<file path="config.mk">
export PLATFORM = sky130hd
export DESIGN_NAME = mem_access_stage
export DESIGN_NICKNAME = d
export VERILOG_FILES = /design/src/rtl/cpu_pkg.sv /design/src/rtl/mem_watchdog.sv /design/src/rtl/mem_access_stage.sv
export SDC_FILE = /design/constraint.sdc
export NUM_CORES = 1
export LEC_CHECK = 0
export BUFFER_PORTS_ARGS = -buffer_cell sky130_fd_sc_hd__buf_4
export CELL_PAD_IN_SITES_DETAIL_PLACEMENT = 1
export CELL_PAD_IN_SITES_GLOBAL_PLACEMENT = 2
export CORE_MARGIN = 8
export CORE_UTILIZATION = 27
export DETAILED_ROUTE_END_ITERATION = 10
export PLACE_DENSITY = 0.78
export SETUP_SLACK_MARGIN = 0.02
export SLEW_MARGIN = 30
export SYNTH_ARGS = -nofsm -noshare
export SYNTH_HDL_FRONTEND = slang
export SYNTH_SLANG_ARGS = --single-unit
</file>
<file path="constraint.sdc">
create_clock -name clk -period 2 [get_ports clk]
set_clock_uncertainty 0.15 [all_clocks]
set_input_delay 0.4 -clock clk [delete_from_list [all_inputs] [get_ports clk]]
set_output_delay 0.4 -clock clk [all_outputs]
set_load 0.01 [all_outputs]
</file>
<file path="src/rtl/cpu_pkg.sv">
// Shared pipeline types and widths for the 16-bit core.
// No logic, so no latency; backpressure is not applicable.
// MEM_TIMEOUT_EN selects the MEM-stage watchdog elsewhere; nothing here depends on it.
package cpu_pkg;

    localparam int DATA_W      = 16;
    localparam int ADDR_W      = 16;
    localparam int RD_W        = 4;
    localparam int MEM_TIMEOUT = 15;

    typedef enum logic {
        IDLE = 1'b0,
        REQ  = 1'b1
    } mem_state_t;

    // Exactly one of read/write marks a real memory access; both set is illegal.
    function automatic logic is_mem_access(input logic rd_en, input logic wr_en);
        return rd_en ^ wr_en;
    endfunction

endpackage

</file>
<file path="src/rtl/mem_watchdog.sv">
// Counts consecutive REQ cycles and flags the TIMEOUT-th one (built only with MEM_TIMEOUT_EN).
// Latency: expired is combinational from the count, asserted in the TIMEOUT-th active cycle.
// Backpressure: none; the counter clears whenever active drops.
module mem_watchdog #(
    parameter int TIMEOUT = 15
) (
    input  logic clk,
    input  logic reset,
    input  logic active,
    output logic expired
);

    localparam int CNT_W = $clog2(TIMEOUT + 1);

    logic [CNT_W-1:0] count_q;
    logic [CNT_W-1:0] count_d;

    always_comb begin
        count_d = '0;
        if (active && !expired) begin
            count_d = count_q + 1'b1;
        end
    end

    // count_q holds the number of REQ cycles already completed.
    assign expired = active && (count_q == CNT_W'(TIMEOUT - 1));

    always_ff @(posedge clk or posedge reset) begin
        if (reset) begin
            count_q <= '0;
        end else begin
            count_q <= count_d;
        end
    end

endmodule

</file>
<file path="src/rtl/mem_access_stage.sv">
// MEM stage: ALU results pass to writeback, loads/stores run a req/ready access (MEM_TIMEOUT_EN adds a watchdog).
// Latency: ALU op 1 cycle; an access finishing in REQ cycle k writes back k+1 cycles after acceptance.
// Backpressure: stall holds upstream from acceptance until mem_ready (or watchdog expiry).
module mem_access_stage #(
    parameter int ADDR_W  = 16,
    parameter int DATA_W  = 16,
    parameter int RD_W    = 4,
    parameter int TIMEOUT = 15
) (
    input  logic              clk,
    input  logic              reset,
    input  logic              ex_valid,
    input  logic              ex_mem_read,
    input  logic              ex_mem_write,
    input  logic              ex_wre,
    input  logic [DATA_W-1:0] ex_alu_result,
    input  logic [DATA_W-1:0] ex_store_data,
    input  logic [RD_W-1:0]   ex_rd,
    output logic              stall,
    output logic              mem_req,
    output logic              mem_we,
    output logic [ADDR_W-1:0] mem_addr,
    output logic [DATA_W-1:0] mem_wdata,
    input  logic              mem_ready,
    input  logic [DATA_W-1:0] mem_rdata,
    output logic              wb_valid,
    output logic              wb_wre,
    output logic [RD_W-1:0]   wb_rd,
    output logic [DATA_W-1:0] wb_data,
    output logic              err
);

    import cpu_pkg::*;

    mem_state_t        state_q, state_d;
    logic [ADDR_W-1:0] addr_q, addr_d;
    logic [DATA_W-1:0] wdata_q, wdata_d;
    logic [RD_W-1:0]   rd_q, rd_d;
    logic              we_q, we_d;
    logic              wb_valid_q, wb_valid_d;
    logic              wb_wre_q, wb_wre_d;
    logic [RD_W-1:0]   wb_rd_q, wb_rd_d;
    logic [DATA_W-1:0] wb_data_q, wb_data_d;
    logic              err_q, err_d;
    logic              in_req;
    logic              timeout;

    assign in_req = (state_q == REQ);

`ifdef MEM_TIMEOUT_EN
    mem_watchdog #(
        .TIMEOUT (TIMEOUT)
    ) u_mem_watchdog (
        .clk     (clk),
        .reset   (reset),
        .active  (in_req),
        .expired (timeout)
    );
`else
    assign timeout = 1'b0;
`endif

    always_comb begin
        state_d    = state_q;
        addr_d     = addr_q;
        wdata_d    = wdata_q;
        rd_d       = rd_q;
        we_d       = we_q;
        wb_valid_d = 1'b0;
        wb_wre_d   = 1'b0;
        wb_rd_d    = '0;
        wb_data_d  = '0;
        err_d      = 1'b0;
        case (state_q)
            IDLE: begin
                if (ex_valid) begin
                    if (ex_mem_read && ex_mem_write) begin
                        // Illegal op retires as a non-writing slot so the pipeline keeps moving.
                        wb_valid_d = 1'b1;
                        wb_rd_d    = ex_rd;
                        err_d      = 1'b1;
                    end else if (is_mem_access(ex_mem_read, ex_mem_write)) begin
                        state_d = REQ;
                        addr_d  = ex_alu_result[ADDR_W-1:0];
                        wdata_d = ex_store_data;
                        rd_d    = ex_rd;
                        we_d    = ex_mem_write;
                    end else begin
                        wb_valid_d = 1'b1;
                        wb_wre_d   = ex_wre;
                        wb_rd_d    = ex_rd;
                        wb_data_d  = ex_alu_result;
                    end
                end
            end
            REQ: begin
                if (mem_ready) begin
                    state_d    = IDLE;
                    wb_valid_d = 1'b1;
                    wb_wre_d   = !we_q;
                    wb_rd_d    = rd_q;
                    wb_data_d  = we_q ? '0 : mem_rdata;
                end else if (timeout) begin
                    state_d    = IDLE;
                    wb_valid_d = 1'b1;
                    wb_rd_d    = rd_q;
                    err_d      = 1'b1;
                end
            end
            default: state_d = IDLE;
        endcase
    end

    assign stall = (!in_req && ex_valid && is_mem_access(ex_mem_read, ex_mem_write))
                 || (in_req && !mem_ready && !timeout);

    // Request fields come straight from the latches and read as zero outside REQ.
    assign mem_req   = in_req;
    assign mem_we    = in_req && we_q;
    assign mem_addr  = in_req ? addr_q  : '0;
    assign mem_wdata = in_req ? wdata_q : '0;

    assign wb_valid = wb_valid_q;
    assign wb_wre   = wb_wre_q;
    assign wb_rd    = wb_rd_q;
    assign wb_data  = wb_data_q;
    assign err      = err_q;

    always_ff @(posedge clk or posedge reset) begin
        if (reset) begin
            state_q    <= IDLE;
            addr_q     <= '0;
            wdata_q    <= '0;
            rd_q       <= '0;
            we_q       <= 1'b0;
            wb_valid_q <= 1'b0;
            wb_wre_q   <= 1'b0;
            wb_rd_q    <= '0;
            wb_data_q  <= '0;
            err_q      <= 1'b0;
        end else begin
            state_q    <= state_d;
            addr_q     <= addr_d;
            wdata_q    <= wdata_d;
            rd_q       <= rd_d;
            we_q       <= we_d;
            wb_valid_q <= wb_valid_d;
            wb_wre_q   <= wb_wre_d;
            wb_rd_q    <= wb_rd_d;
            wb_data_q  <= wb_data_d;
            err_q      <= err_d;
        end
    end

endmodule

</file>
Word level (Yosys, flattened, before mapping)
Index checks and enable logic that the tools add are counted.
{ "totals": {"reg_bits": 61, "input_bits": 59, "out_inout_bits": 58, "wordCells": 54} }
{ "classes": {"mux": 31, "n_reduce_logical": 10, "n_bitwise": 3} }
{ "op_table": {"columns": ["op", "count"], "rows": [
  ["16-bit two-way mux", 7],
  ["16-bit case mux with 2 select lines", 1],
  ["4-bit two-way mux", 4],
  ["1-bit two-way mux", 14],
  ["1-bit case mux with 2 select lines", 4],
  ["4-bit case mux with 2 select lines", 1],
  ["1-bit logical AND", 5],
  ["4-bit AND reduction", 1],
  ["1-bit logical NOT", 3],
  ["1-bit NOT", 2],
  ["1-bit logical OR", 1],
  ["1-bit XOR", 1]
]} }

Depth between registers and ports, before layout
Gate-level depths: netlist of the first run.
{ "logic_depth": {"depth_word": 5, "mapped_depth": 5, "ltp_nobuf": 3} }

Least setup slack after synthesis of the first run
No wires, ideal clock.
{ "synth_path": {"path_kind": "input to register", "from": "input port ex_mem_read", "to": "register addr_q[0]", "arrival_time_ns": 1.572, "stages": 5, "slack_ns": 0.153, "path_cell_list": "ha_1 -> and4bb_1 -> buf_6 -> buf_12 -> mux2_4"} }
{ "synth_between": {"elab_chain_cells": 3} }
{ "synth_lines": {"columns": ["element", "line", "source"], "rows": [
  ["start: declaration", "mem_access_stage.sv:13", "input logic ex_mem_read,"],
  ["1-bit logical AND", "mem_access_stage.sv:77", "if (ex_mem_read && ex_mem_write) begin"],
  ["1-bit NOT (no source line)", null, null],
  ["4-bit AND reduction (no source line) *", null, null],
  ["end signal: assignment", "mem_access_stage.sv:143", "addr_q <= addr_d;"],
  ["end: declaration", "mem_access_stage.sv:36", "logic [ADDR_W-1:0] addr_q, addr_d;"]
]} }
Every way passes the cells marked *; elsewhere a longest branch is shown, timed or not.
A chain may end at the register's enable or synchronous reset.

Final worst setup path of the first run
{ "layout_path": {"from": "input port ex_mem_write", "to": "output port stall"} }
{ "layout_between": {"elab_chain_cells": 3} }
{ "layout_lines": {"columns": ["element", "line", "source"], "rows": [
  ["start: declaration", "mem_access_stage.sv:14", "input logic ex_mem_write,"],
  ["1-bit XOR", "cpu_pkg.sv:18", "return rd_en ^ wr_en;"],
  ["1-bit logical AND", "mem_access_stage.sv:114", "assign stall = (!in_req && ex_valid && is_mem_access(ex_mem_read, ex_mem_write))"],
  ["1-bit logical OR", "mem_access_stage.sv:115", "|| (in_req && !mem_ready && !timeout);"],
  ["end: declaration", "mem_access_stage.sv:19", "output logic stall,"]
]} }
No other way between the ends.

==> results.ini, run 1 <==
[grt]
overflow=0
grt_pass1_vias=2257
antenna_found_initial=0
grtUsageTotal_pct=11.8
grt_pass1_wl_um=12200
grt_max_degree=62

[timing]
setup_tns_ns=0
min_period_over_period_pct=95.4
timing.final.crit_period_ns=1.91
fmax_ghz=0.524
finalHoldViolations=0
finalSetupViolations=0
rsz0062_at_grt=no
slew_violations=0
max_slew.worst_pin.slew_ns=0.747
maxSlewHeadroom_pct=50.2

[final_layout]
fin_util_pct=40.7
fillers=1055
final_nets=362
n_antenna_cell=0
design_area_um2=3940
drive_gt1_share_pct=59.0
area_delta_synth_final_pct=47.3

[worst_setup_path]
cp_common_cell=buf_4
critPathSlowestCell=ha_1
worstSetupStartpointType=input port
cp_num_cells=6
rr_worst_depth=3
arrival_ns=1.36
r2r-end=addr_q[8]$_DFFE_PP0P_
critPathCaptureType=output port
cp_slowest_stage_delay_ns=0.30
crit_required_ns=1.45
crit_family=buffers and inverters
crit_buf_inv=3
crit_path_start=ex_mem_write
criticalPathCategory=input port to output port
reg2reg_from=mem_req$_DFF_PP0_
crit_chain=buf_4, ha_1, buf_6, nand2_1, mux2i_2, buf_4
ff2ff_setup_slack_ns=0.37
cp_max_fo=4

[logic_synthesis]
seq_area_frac_synth_pct=57.1
yosysTopAreaCellShare_pct=57.1
synth_warnings=0
syn-num-nets=237
yosysTopAreaCell=dfrtp_1
ys_types=21
avgSynthCellArea_um2=15.1
ys_ff_latch=61
synth_cells=177
syn_area_um2=2680
synthTopCellsByArea=dfrtp_1 57%, mux2_4 17%, and2_1 8.2%

[routing]
drcViolationCount=0
vias=1899
wl_per_cell_um=17.5
ant_nets=0
wl_um=7700
drtPass1Iterations=4
viasPerCell=4.32
first_iter_violations=39

[power_and_ir_drop]
ir_drop_mv=0.321
p_leak_uw=0.00197
power_density_nw_per_um2=998

[run_status]
status=finished clean

[clocking]
path_clk_slew_ns=0.07
clockBufferDepth=2
cts_buffers=9
cts_sinks=61
cts_tree=done
htreeDepth=3
clock_tree.root_cell=clkbuf_8
clk_latency_ns=0.33

[floorplan]
die_area_um2=13300
fp.dieH_um=116
rows=36
coreArea_um2=9680
die_w_um=116
start_util_pct=27.6
io_pins=117

[flow_run]
maxCapViolations=0

[worst_hold_path]
min_path_type=input port to async pin

[placed_design]
dpl_cell_area_um2=3720
port-buffer-count=116
hpwl_um=5780
place.gp.congestion=0.678

==> through the flow <==
step           hold slack, ns  cells  total power, uW  setup WS (ns)
2_1_floorplan           0.316    177             2290          0.153
3_3_place_gp            0.333    424             2760         0.0408
3_5_place_dp            0.338    424             2790        0.00192
4_1_cts              0.000299    440             3990         0.0664
5_1_grt                0.0217    440             4160         0.0179
6_report              0.00113    440             3930         0.0919
==> registers in the layout (all words and copies together), names as in the netlist <==
| name | count |
|---|---|
| wb_rd | 4 |
| wdata_q | 16 |
| wb_data | 16 |
| addr_q | 16 |
| we_q | 1 |
| rd_q | 4 |
| wb_wre | 1 |
| mem_req | 1 |
| err | 1 |
| wb_valid | 1 |
==> where the power goes <==
| part | internal [uW] | switching (uW) | leakage, uW |
|---|---|---|---|
| sequential | 1510 | 141 | 0.000759 |
| combinational | 693 | 408 | 0.00111 |
| clock | 677 | 496 | 0.000106 |
| total | 2880 | 1050 | 0.00197 |
==> per-layer routing <==
metal	global-route usage (%)	share of wire [%]
met1	13.7	42
met2	19.5	49
met3	4.59	7.7
met4	4.03	1.6
met5	0	0
==> cells by family (layout without fill, tap and decap cells) <==
logic type | count (synthesis) | after routing | synth area share, %
compound gates | 22 | 22 | 7.30
buf+inv | 13 | 143 | 4.16
fa+ha+maj | 1 | 1 | 0.468
mux | 39 | 39 | 20.5
simple gates | 41 | 41 | 10.5
flops | 61 | 61 | 57.1
==> worst max path at each step <==
stage,end,slack [ns]
global route,stall,0.02
CTS,stall,0.07
detailed placement,addr_q[12]$_DFFE_PP0P_,0.002
finish,stall,0.09
floorplan,addr_q[0]$_DFFE_PP0P_,0.15
global placement,addr_q[14]$_DFFE_PP0P_,0.04
==> cell type report <==
| type | count | area [um^2] | share of cell area (%) |
|---|---|---|---|
| clock buffers | 13 | 169 | 4.29 |
| repair buffers | 125 | 983 | 25.0 |
| flip-flops and latches | 61 | 1530 | 38.7 |
| inverters | 2 | 11.3 | 0.286 |
| well taps | 133 | 166 | 4.22 |
| multi-input cells | 103 | 1040 | 26.4 |
| clock inverters | 3 | 42.5 | 1.08 |
==> worst register-to-register path: cells and delay by family (launching register included) <==
kind,cells,cell delay (ns)
flops,1,0.43
buf+inv,1,0.20
simple gates,1,0.39
mux,1,0.35
==> what timing repair did <==
action	in CTS	in global routing
endpoints found under the setup margin	0	1
gates resized for setup	0	3
buffers inserted	0	0
hold buffers	0	0
==> synthesized netlist by cell type, drive strengths merged <==
cell type,count
nor2b,1
inv,2
buf,7
a21o,2
dfrtp,61
and2,35
clkbuf,4
and3b,1
a32o,4
a22o,16
mux2,37
nor4b,1
ha,1
nand2,1
and4bb,1
mux2i,2
nand2b,1
==> cells in the final DEF, fill, tap and decap left out, types with 2 or more instances in the layout <==
cell,count
clkinvlp_4,2
a32o_1,4
a21o_1,2
and2_1,35
buf_6,2
dfrtp_1,61
mux2_4,30
clkbuf_8,12
buf_4,120
a22o_1,16
mux2_2,7
buf_12,3
No activity file was read; power rests on OpenSTA's default activity.
==> run 2, diff against run 1 <==
--- a/config.mk
+++ b/config.mk
@@ -12,6 +12,7 @@
 export CORE_UTILIZATION = 27
 export DETAILED_ROUTE_END_ITERATION = 10
 export PLACE_DENSITY = 0.78
+export REMOVE_ABC_BUFFERS = 1
 export SETUP_SLACK_MARGIN = 0.02
 export SLEW_MARGIN = 30
 export SYNTH_ARGS = -nofsm -noshare
==> run 2 against run 1 <==
- fmax increased by 4.5%
- final cell count increased by 0.45%
- count of clock-buffer cells in the layout decreased by 2
- flip-flop and latch count unchanged
- critical path type unchanged
- highest routed layer unchanged
==> results.ini, run 2 (synthesized netlist as in run 1, its figures left out) <==
[grt]
busiest_layer=met2
use_met3_pct=3.39
overflow=0
grt_use_met2_pct=19.7
grt_max_degree=34
antenna_found_initial=0
grt_pass1_vias=2235
met1_usage_pct=14.9
grt_pass1_wl_um=12500
grtUsageTotal_pct=12.3

[clocking]
cts_buffers=9
clk_latency_ns=0.33
path_clk_slew_ns=0.07
htreeDepth=3
cts_tree=done
cts_sinks=61
clock_tree.root_cell=clkbuf_8
clockBufferDepth=2
postCtsSetupRepairBufs=0

[placed_design]
place.gp.congestion=0.698
hpwl_um=5840
port-buffer-count=116
dp.cells=426

[final_layout]
fillers=1062
area_delta_synth_final_pct=46.1
final-seq-area_um2=1530
multi_input_area_um2=1040
final_nets=365
drive_gt1_share_pct=58.6
layout_commonest_cell=buf_4
final_cells=442
final_cell_mix=123 x buf_4, 61 x dfrtp_1, 35 x and2_1
n_antenna_cell=0

[worst_setup_path]
crit_chain=buf_4, ha_1, buf_4, nand2_1, mux2i_1, buf_4
cp_common_cell=buf_4
crit_buf_inv=3
crit_required_ns=1.45
critPathSlowestCell=ha_1
cp_max_fo=4
criticalPathCategory=input port to output port
arrival_ns=1.28
worstSetupStartpointType=input port
crit_family=buffers and inverters
cp_slowest_stage_delay_ns=0.29
critPathCaptureType=output port

[timing]
timing.final.crit_period_ns=1.83
finalHoldViolations=0
min_period_over_period_pct=91.3
rsz0062_at_grt=no
finalSetupViolations=0
max_slew.worst_pin.slew_ns=0.797
maxSlewHeadroom_pct=46.9
hold-worst-slack_ns=0.115
fmax_ghz=0.548
slew_violations=0

[floorplan]
start_util_pct=27.6
die_area_um2=13300
io_pins=117
fp.dieH_um=116
coreArea_um2=9680
die_w_um=116
rows=36

[routing]
drcViolationCount=0
drtPass1Iterations=4
wl_per_cell_um=17.8
first_iter_violations=21
ant_nets=0
viasPerCell=4.27
wl_um=7880
vias=1889

[flow_run]
maxCapViolations=0

[power_and_ir_drop]
power_density_nw_per_um2=951
switchingPower_uw=1040
combinationalPowerShare_pct=29.7
p_sw_share_pct=27.9
power_frac_clock_pct=25.6
ir_drop_mv=0.294
sequentialPowerShare_pct=44.6
internal_power_uw=2680
p_leak_uw=0.00197

[worst_hold_path]
min_path_type=input port to flip-flop

[run_status]
status=finished clean

-- run 2: through the flow --
stage                     setup slack, ns  total power (uW)  setup TNS (ns)  cell area [um^2]  utilization, %
after CTS                          0.0476              3790               0              3910            40.3
after detailed placement           0.0340              2800               0              3730            38.5
after floorplan                    -0.939              2260          -36.15              2570               -
after global placement             0.0431              2760               0              3730            38.5
final                               0.174              3720               0              3910            40.4
after global routing               0.0684              3950               0              3910            40.4
-- run 2: power by group through the flow --
stage               clock network, uW  registers, uW  logic (uW)
finish                            952           1660        1110
global route                     1050           1700        1200
floorplan                           0           1660         594
global placement                    0           1670        1090
detailed placement                  0           1670        1130
CTS                               999           1660        1130
-- run 2: per-layer routing --
metal	share of wire [%]	vias up	routed length [um]
met4	1.7	0	137
li1	-	873	-
met3	7.0	10	549
met2	48	71	3820
met1	43	935	3380
met5	0	-	0
-- run 2: repair_timing --
| action | 4_1_cts | 5_1_grt |
|---|---|---|
| hold buffers | 1 | 0 |
| gates resized for setup | 0 | 1 |
| setup endpoints to repair | 0 | 3 |
| endpoints found under the hold margin | 12 | 0 |
-- run 2: cell type report --
type / instances / area share, %
clock buffers: 11 / 3.62
clock inverters: 4 / 0.640
inverters: 2 / 0.192
multi-input cells: 103 / 26.5
flip-flops and latches: 61 / 39.1
well taps: 133 / 4.26
repair buffers: 128 / 25.7
-- run 2: worst paths after layout --
path / startpoint / to / slack, ns / cells past startpoint
setup / recovery: ex_mem_write / stall / 0.17 / 6
hold / removal: ex_wre / wb_wre$_DFF_PP0_ / 0.12 / 2
setup reg to reg: mem_req$_DFF_PP0_ / addr_q[10]$_DFFE_PP0P_ / 0.35 / 3
hold reg to reg: addr_q[10]$_DFFE_PP0P_ / addr_q[10]$_DFFE_PP0P_ / 0.35 / 1
max in group asynchronous: reset / wdata_q[7]$_DFFE_PP0P_ / 0.74 / 4
min in group asynchronous: reset / wdata_q[2]$_DFFE_PP0P_ / 0.45 / 3
==> run 3, diff against run 2 <==
--- a/config.mk
+++ b/config.mk
@@ -8,6 +8,7 @@
 export BUFFER_PORTS_ARGS = -buffer_cell sky130_fd_sc_hd__buf_4
 export CELL_PAD_IN_SITES_DETAIL_PLACEMENT = 1
 export CELL_PAD_IN_SITES_GLOBAL_PLACEMENT = 2
+export CORE_ASPECT_RATIO = 1.75
 export CORE_MARGIN = 8
 export CORE_UTILIZATION = 27
 export DETAILED_ROUTE_END_ITERATION = 10
==> run 3 against run 2 <==
- clock power rose by 48%
- wire length fell by 1.0%
- hold slack got worse by 0.11 ns
- cell area rose by 2.5%
- core utilization rose by 0.82 points
- flip-flop and latch count did not move
- non-clock buffer count fell by 1
- die area rose by 0.95%
- worst setup slack got worse by 0.051 ns
- power rose by 12%
- largest cell class unchanged
==> results.ini, run 3 (synthesized netlist as in run 1, its figures left out) <==
[flow_run]
maxCapViolations=0

[clocking]
postCtsSetupRepairBufs=0
cts_buffers=9
hold_buffers=0
cts_sinks=61
clock_tree.root_cell=clkbuf_16
cts_tree=done
clk_latency_ns=0.32
clockBufferDepth=2
ctsResizeCount=3
htreeDepth=3
path_clk_slew_ns=0.05

[worst_setup_path]
crit_chain=buf_8, and2_1, buf_4
cp_slowest_stage_delay_ns=0.48
arrival_ns=1.33
critPathSlowestCell=dfrtp_2
critPathCaptureType=output port
crit_family=flip-flops
crit_required_ns=1.45
crit_buf_inv=2
cp_max_fo=33
worstSetupStartpointType=flip-flop
criticalPathCategory=flip-flop to output port

[floorplan]
coreArea_um2=9730
die_w_um=91.2
rows=48
fp.dieH_um=148
io_pins=117
die_area_um2=13500
start_util_pct=27.5

[routing]
vias=1899
drcViolationCount=0
wl_per_cell_um=18.0
viasPerCell=4.38
first_iter_violations=28
ant_nets=0
wl_um=7800
drtPass1Iterations=4

[grt]
grt_pass1_vias=2202
grt_pass1_wl_um=12700
overflow=0
antenna_found_initial=0
grtUsageTotal_pct=12.2
grt_max_degree=34

[run_status]
status=finished clean

[timing]
setup_ws_ns=0.123
hold-worst-slack_ns=0.00155
maxSlewHeadroom_pct=44.8
finalSetupViolations=0
rsz0062_at_grt=no
finalHoldViolations=0
slew_violations=0
max_slew.worst_pin.slew_ns=0.828
setup_tns_ns=0
timing.final.crit_period_ns=1.88
fmax_ghz=0.533
min_period_over_period_pct=93.9

[power_and_ir_drop]
power_density_nw_per_um2=1040
p_leak_uw=0.00202
ir_drop_mv=0.392

[final_layout]
n_antenna_cell=0
fillers=1043
final_cell_mix=123 x buf_4, 60 x dfrtp_1, 35 x and2_1
layout_commonest_cell=buf_4
final_nets=364
area_delta_synth_final_pct=49.8
final-seq-area_um2=1530
drive_gt1_share_pct=59.2
multi_input_area_um2=1040

[worst_hold_path]
min_path_type=input port to async pin

[placed_design]
port-buffer-count=116
place_ws_ns=0.0256
place.gp.congestion=0.711
hpwl_um=5980

==> run 3: per-layer routing <==
metal | GRT usage (%) | part of all wire, % | vias up
met1 | 13.0 | 39 | 948
met4 | 5.36 | 1.7 | 0
met2 | 20.6 | 52 | 72
li1 | - | - | 869
met3 | 4.98 | 7.1 | 10
met5 | 0 | 0 | -
==> run 3: power breakdown <==
| part | switching, uW | leakage (uW) | internal, uW |
|---|---|---|---|
| Combinational | 403 | 0.00113 | 690 |
| Sequential | 144 | 0.000757 | 1520 |
| Clock | 517 | 0.000138 | 898 |
| Total | 1060 | 0.00202 | 3110 |
==> run 3: metrics by stage <==
stage,utilization [%],instances,instance area [um^2],total power [uW]
after floorplan,-,166,2570,2260
after global placement,38.2,418,3720,2770
after detailed placement,38.2,418,3720,2790
after CTS,41.2,434,4010,4260
after global routing,41.2,434,4010,4410
final,41.2,434,4010,4170
==> run 3: path summary, 6_finish.rpt <==
kind,start,to,slack [ns],cells after the start
min in group clk,mem_ready,mem_req$_DFF_PP0_,0.14,2
worst min register to register,wdata_q[9]$_DFFE_PP0P_,wdata_q[9]$_DFFE_PP0P_,0.35,1
worst min-delay path,reset,wdata_q[14]$_DFFE_PP0P_,0.002,2
worst max register to register,mem_req$_DFF_PP0_,addr_q[10]$_DFFE_PP0P_,0.27,3
worst max-delay path,mem_req$_DFF_PP0_,mem_wdata[2],0.12,3
max in group asynchronous,reset,wb_wre$_DFF_PP0_,1.13,3
==> run 3: final cells by class <==
type | instances | share of cell area [%]
flip-flops and latches | 61 | 38.1
multi-input cells | 103 | 25.9
clock buffers | 12 | 6.40
well taps | 125 | 3.90
repair buffers | 127 | 24.9
inverters | 2 | 0.187
clock inverters | 4 | 0.562
